File: config.mk
export PLATFORM = sky130hd
export DESIGN_NAME = multicycle_ctrl
export DESIGN_NICKNAME = d
export VERILOG_FILES = /design/src/rtl/multicycle_ctrl.sv
export SDC_FILE = /design/constraint.sdc
export NUM_CORES = 1
export LEC_CHECK = 0
export CAP_MARGIN = 0
export CELL_PAD_IN_SITES_DETAIL_PLACEMENT = 2
export CELL_PAD_IN_SITES_GLOBAL_PLACEMENT = 2
export CORE_MARGIN = 2
export CORE_UTILIZATION = 30
export DETAILED_ROUTE_END_ITERATION = 6
export GPL_TIMING_DRIVEN = 0
export PLACE_DENSITY = 0.81
export SYNTH_ARGS = -nofsm -noshare
export SYNTH_HDL_FRONTEND = slang
export SYNTH_SLANG_ARGS = --single-unit
File: constraint.sdc
create_clock -name clk -period 2 [get_ports clk]
set_input_delay 0.4 -clock clk [delete_from_list [all_inputs] [get_ports clk]]
set_output_delay 0.4 -clock clk [all_outputs]
set_load 0.02 [all_outputs]
File: src/rtl/multicycle_ctrl.sv
// multicycle_ctrl: multi-cycle RV32 sequencer.
// Each instruction steps through FETCH -> DECODE -> EXEC -> (MEM) -> WB.
// The block issues the instruction and data memory requests, drives the
// datapath enables for each state from the latched opcode, counts retired
// instructions, and traps on illegal opcodes or memory timeouts.
//
// Ports:
//   clk, rst_n            clock (rising edge), asynchronous active-low reset
//   run                   permits starting a new instruction (level)
//   opcode[6:0]           instr[6:0], latched while ir_we=1
//   zero                  ALU zero flag, used for branches in EXEC
//   imem_ready/dmem_ready memory handshake completions
//   imem_req, dmem_req    memory requests
//   ir_we, pc_we, pc_src  IR load, PC update, PC source (1 = branch target)
//   br, memreg, mr, mw,   datapath enables
//   alusrc, regwr, aluop
//   retire, instret       registered retire pulse and retired count
//   trap, trap_cause      sticky fault flag and cause (01 illegal,
//                         10 imem timeout, 11 dmem timeout)
module multicycle_ctrl #(
    parameter int CNT_W   = 16,
    parameter int TIMEOUT = 16
) (
    input  logic             clk,
    input  logic             rst_n,
    input  logic             run,
    input  logic [6:0]       opcode,
    input  logic             zero,
    input  logic             imem_ready,
    input  logic             dmem_ready,
    output logic             imem_req,
    output logic             dmem_req,
    output logic             ir_we,
    output logic             pc_we,
    output logic             pc_src,
    output logic             br,
    output logic             memreg,
    output logic             mr,
    output logic             mw,
    output logic             alusrc,
    output logic             regwr,
    output logic [1:0]       aluop,
    output logic             retire,
    output logic [CNT_W-1:0] instret,
    output logic             trap,
    output logic [1:0]       trap_cause
);

    localparam logic [2:0] S_IDLE   = 3'd0;
    localparam logic [2:0] S_FETCH  = 3'd1;
    localparam logic [2:0] S_DECODE = 3'd2;
    localparam logic [2:0] S_EXEC   = 3'd3;
    localparam logic [2:0] S_MEM    = 3'd4;
    localparam logic [2:0] S_WB     = 3'd5;
    localparam logic [2:0] S_TRAP   = 3'd6;

    localparam logic [6:0] OP_R  = 7'h33;
    localparam logic [6:0] OP_I  = 7'h13;
    localparam logic [6:0] OP_LD = 7'h03;
    localparam logic [6:0] OP_ST = 7'h23;
    localparam logic [6:0] OP_BR = 7'h63;

    localparam int          WAIT_W   = $clog2(TIMEOUT);
    localparam logic [WAIT_W-1:0] WAIT_LAST = WAIT_W'(TIMEOUT - 1);

    logic [2:0]        state_q, state_d;
    logic [6:0]        op_q, op_d;
    logic [WAIT_W-1:0] wait_q, wait_d;
    logic              retire_q, retire_d;
    logic [CNT_W-1:0]  instret_q, instret_d;
    logic              trap_q, trap_d;
    logic [1:0]        cause_q, cause_d;

    function automatic logic is_legal(input logic [6:0] op);
        case (op)
            OP_R, OP_I, OP_LD, OP_ST, OP_BR: is_legal = 1'b1;
            default:                         is_legal = 1'b0;
        endcase
    endfunction

    // Next-state, wait counter, completion and trap capture.
    always_comb begin
        state_d  = state_q;
        op_d     = op_q;
        wait_d   = {WAIT_W{1'b0}};   // cleared outside FETCH/MEM stalls
        retire_d = 1'b0;
        trap_d   = trap_q;
        cause_d  = cause_q;
        case (state_q)
            S_IDLE: begin
                if (run) state_d = S_FETCH;
                else     state_d = S_IDLE;
            end
            S_FETCH: begin
                // A ready on the last allowed cycle beats the timeout.
                if (imem_ready) begin
                    op_d    = opcode;
                    state_d = S_DECODE;
                end else if (wait_q == WAIT_LAST) begin
                    state_d = S_TRAP;
                    trap_d  = 1'b1;
                    cause_d = 2'b10;
                end else begin
                    wait_d  = wait_q + WAIT_W'(1);
                end
            end
            S_DECODE: begin
                if (is_legal(op_q)) begin
                    state_d = S_EXEC;
                end else begin
                    state_d = S_TRAP;
                    trap_d  = 1'b1;
                    cause_d = 2'b01;
                end
            end
            S_EXEC: begin
                case (op_q)
                    OP_BR: begin
                        retire_d = 1'b1;
                        state_d  = run ? S_FETCH : S_IDLE;
                    end
                    OP_LD, OP_ST: state_d = S_MEM;
                    default:      state_d = S_WB;
                endcase
            end
            S_MEM: begin
                if (dmem_ready) begin
                    if (op_q == OP_ST) begin
                        retire_d = 1'b1;
                        state_d  = run ? S_FETCH : S_IDLE;
                    end else begin
                        state_d  = S_WB;
                    end
                end else if (wait_q == WAIT_LAST) begin
                    state_d = S_TRAP;
                    trap_d  = 1'b1;
                    cause_d = 2'b11;
                end else begin
                    wait_d  = wait_q + WAIT_W'(1);
                end
            end
            S_WB: begin
                retire_d = 1'b1;
                state_d  = run ? S_FETCH : S_IDLE;
            end
            S_TRAP:  state_d = S_TRAP;
            default: state_d = S_IDLE;
        endcase
        instret_d = retire_d ? (instret_q + CNT_W'(1)) : instret_q;
    end

    // State, opcode, counters and sticky trap registers.
    always_ff @(posedge clk or negedge rst_n) begin
        if (!rst_n) begin
            state_q   <= S_IDLE;
            op_q      <= 7'h00;
            wait_q    <= {WAIT_W{1'b0}};
            retire_q  <= 1'b0;
            instret_q <= {CNT_W{1'b0}};
            trap_q    <= 1'b0;
            cause_q   <= 2'b00;
        end else begin
            state_q   <= state_d;
            op_q      <= op_d;
            wait_q    <= wait_d;
            retire_q  <= retire_d;
            instret_q <= instret_d;
            trap_q    <= trap_d;
            cause_q   <= cause_d;
        end
    end

    // Control outputs decoded from state, latched opcode and handshakes.
    always_comb begin
        imem_req = 1'b0;
        dmem_req = 1'b0;
        ir_we    = 1'b0;
        pc_we    = 1'b0;
        pc_src   = 1'b0;
        br       = 1'b0;
        memreg   = 1'b0;
        mr       = 1'b0;
        mw       = 1'b0;
        alusrc   = 1'b0;
        regwr    = 1'b0;
        aluop    = 2'b00;
        case (state_q)
            S_FETCH: begin
                imem_req = 1'b1;
                ir_we    = imem_ready;
            end
            S_EXEC: begin
                case (op_q)
                    OP_R: aluop = 2'b10;
                    OP_I: begin
                        alusrc = 1'b1;
                        aluop  = 2'b10;
                    end
                    OP_LD, OP_ST: alusrc = 1'b1;
                    OP_BR: begin
                        aluop  = 2'b01;
                        br     = 1'b1;
                        pc_src = zero;
                        pc_we  = 1'b1;
                    end
                    default: aluop = 2'b00;
                endcase
            end
            S_MEM: begin
                dmem_req = 1'b1;
                mr       = (op_q == OP_LD);
                mw       = (op_q == OP_ST);
                pc_we    = (op_q == OP_ST) && dmem_ready;
            end
            S_WB: begin
                regwr  = 1'b1;
                memreg = (op_q == OP_LD);
                pc_we  = 1'b1;
            end
            default: aluop = 2'b00;
        endcase
    end

    assign retire     = retire_q;
    assign instret    = instret_q;
    assign trap       = trap_q;
    assign trap_cause = cause_q;

endmodule
==> results.toml <==
[logic_synthesis]
yosys_warnings = 0
synth-seq-area-share_pct = 47.52
syn_area_per_cell_um2 = 10.85
synth_nets = 180
synthFlopType = "dfrtp_1"
async_flop_share_pct = 100.0
synth-seq-cells = 34
synth.distinct_cells = 48
post_synth_inst_count = 165
synth-edff-count = 0
syn_area_mm2 = 0.001790

[place]
placed_area_mm2 = 0.002340
gp_congestion = 0.8148
dpl_worst_slack_ns = -0.5593
place_hpwl_um = 3496
port_buffers = 45

[power_and_ir_drop]
swShare_pct = 40.34
peakVddDrop_mv = 0.5518
power.total_mw = 2.936
leakage_nw = 1.052
power.internal_mw = 1.752
p_per_area_mw_per_mm2 = 1134
p_clk_share_pct = 16.7
pwr-share-comb_pct = 46.7
seqPwrFrac_pct = 36.7
p_sw_mw = 1.184

[status]
status = "finished with violations"
violations = "setup timing"

[timing]
worst_slew_margin_rel_pct = 46.58
maxSlewViolCount = 0
rsz0062_at_grt = "true"
fin_ws_ns = -0.03678
hold_violations = 0
fmax_ghz = 0.4910
tightest_slew_ns = 0.8012
period_needed_ns = 2.037
setup_viol = 2
period_share_pct = 101.8
fin_skew_ns = 0.007698

[critical_path]
worstPathRequired_ns = 1.60
setup.worst_path.end_class = "output pin"
path_delay_family = "simple AND/OR/NAND/NOR gates"
crit_cells = 6
crit_fanout = 5
crit_chain = "and3b_2 -> buf_4 -> nand4_4 -> o21ai_4 -> buf_6 -> buf_6"
crit_type = "flip-flop to output pin"
cp.arrival_ns = 1.64
crit_slowest_cell = "dfrtp_2"
path_buf_inv = 3
max_stage_delay_ns = 0.43
crit_path_start_kind = "flip-flop"
path_common_cell = "buf_6"
r2r_cells = 8

[floorplanning]
rows = 28
core_region_area_mm2 = 0.005851
die_h_um = 81.26
die_area_mm2 = 0.006602
pin_count = 46
start_util_pct = 30.60
die_w_um = 81.26

[min_path]
hp-class = "input port to asynchronous set/reset pin"

[cts]
cts.htree.levels = 2
cts.sinks = 34
cts_tree = "yes"
cts_buffers = 5
clk_path_buf_depth = 2
clkTransAtPathRegs_ns = 0.07
cts-root-buf = "clkbuf_8"
clkLatencyLatePin_ns = 0.29

[layout]
nets = 245
syn_to_final_growth_pct = 44.58
layout-drive-gt1-share_pct = 30.00
diodes = 0
final_cell_mix = "33 x dfrtp_1, 31 x clkdlybuf4s50_1, 15 x buf_4"
fill_cells = 606
final_cell_area_mm2 = 0.002589
final_common_cell = "dfrtp_1"
post-route-util_pct = 44.25

[run]
maxCapViolations = 0

[global_routing]
grt-ovfl-total = 0
antenna_found_initial = 0
grt_pass1_vias = 1696
grt_max_degree = 35
gr-usage-all-layers_pct = 17.51
grt_pass1_wl_um = 8680

[detailed_routing]
via_count = 1529
routed_wl_um = 5243
wl_per_cell_um = 17.19
ant_nets = 0
dr.pass1.iters = 4
drt_iter0_markers = 35
drcViolationCount = 0
via_per_inst = 5.013
==> worst reg2reg max path: cells and delay by family (launching register included) <==
kind | cells | cell delay [ns]
AO/OA/AOI/OAI | 1 | 0.12
XOR/XNOR | 1 | 0.15
buffers and inverters | 3 | 0.43
flip-flops | 1 | 0.43
AND/OR/NAND/NOR | 3 | 0.57
==> cell type report <==
cell class | instances | area [um2] | area share (%)
buffer | 6 | 51.30 | 1.982
clock buffer | 7 | 76.32 | 2.948
inverter | 6 | 22.52 | 0.8700
multi-input combinational | 119 | 973.4 | 37.60
sequential | 34 | 852.1 | 32.91
tap | 75 | 93.84 | 3.625
timing repair buffer | 58 | 519.2 | 20.06
==> power by group through the flow <==
stage | sequential [mW] | clock, mW | combinational [mW]
2_1_floorplan | 1.10 | 0 | 0.668
3_3_place_gp | 1.05 | 0 | 1.11
3_5_place_dp | 1.07 | 0 | 1.14
4_1_cts | 1.06 | 0.513 | 1.29
5_1_grt | 1.11 | 0.533 | 1.49
6_report | 1.08 | 0.489 | 1.37
==> per-layer routing <==
| layer | GRT usage [%] | vias up | wire length [um] |
|---|---|---|---|
| met5 | 0 | - | 0 |
| met4 | 7.119 | 0 | 120 |
| met3 | 3.556 | 9 | 179 |
| met2 | 30.17 | 38 | 2629 |
| met1 | 21.34 | 764 | 2314 |
| li1 | - | 718 | - |
==> sequential cells by signal, summed over array words and instances, names as in the netlist <==
| signal | count |
|---|---|
| instret | 16 |
| op_q | 7 |
| wait_q | 4 |
| state_q | 3 |
| trap_cause | 2 |
| retire | 1 |
| trap | 1 |
==> Yosys cell counts, drive strengths merged, types with 2 or more instances <==
| cell | count | area share (%) |
|---|---|---|
| xor2 | 6 | 2.9 |
| a21oi | 6 | 1.7 |
| mux2 | 7 | 4.4 |
| a211oi | 5 | 3.5 |
| nor2b | 3 | 1.0 |
| nand2b | 4 | 1.4 |
| dfrtp | 34 | 48 |
| nand2 | 10 | 2.1 |
| ha | 2 | 1.4 |
| o21ai | 7 | 2.4 |
| xnor2 | 10 | 4.9 |
| and2 | 3 | 1.0 |
| and3 | 8 | 2.8 |
| nor2 | 8 | 1.7 |
| inv | 6 | 1.3 |
| nand4 | 5 | 2.6 |
| buf | 5 | 1.9 |
| nor3 | 6 | 1.7 |
| o31ai | 3 | 1.3 |
| nand3 | 5 | 1.4 |
| a31oi | 2 | 0.70 |
==> what timing repair did <==
item | CTS | global route
buffers inserted | 7 | 6
endpoints found under the setup margin | 13 | 11
hold buffers | 0 | 0
resized for setup | 63 | 14
pin swaps | 4 | 5
==> cells by family after synthesis <==
group	synth area share, %
adder cells (fa/ha/maj)	1.397
buffers and inverters	3.354
XOR/XNOR	7.826
flip-flops	47.52
AND/OR/NAND/NOR	21.80
AO/OA/AOI/OAI	13.70
multiplexers	4.402
==> through the flow <==
step | std cells | hold WS, ns | TNS [ns]
3_3_place_gp | 285 | 0.4501 | -12.84
4_1_cts | 299 | 0.2125 | -0.1934
2_1_floorplan | 165 | 0.1044 | 0
3_5_place_dp | 285 | 0.4548 | -3.941
5_1_grt | 305 | 0.2436 | -0.1994
6_report | 305 | 0.1903 | -0.04743
==> path summary, 6_finish.rpt <==
| path | startpoint | slack [ns] | end |
|---|---|---|---|
| worst max register to register | state_q[2]$_DFF_PN0_ | 0.19 | instret[4]$_DFFE_PN0P_ |
| min in group clk | trap$_DFFE_PN0P_ | 0.47 | trap$_DFFE_PN0P_ |
| max in group asynchronous | rst_n | 1.25 | state_q[2]$_DFF_PN0_ |
| worst min register to register | trap$_DFFE_PN0P_ | 0.47 | trap$_DFFE_PN0P_ |
| worst min-delay path | rst_n | 0.19 | trap$_DFFE_PN0P_ |
| worst max-delay path | state_q[2]$_DFF_PN0_ | -0.04 | pc_we |
Power figures use the tool's default switching activity.
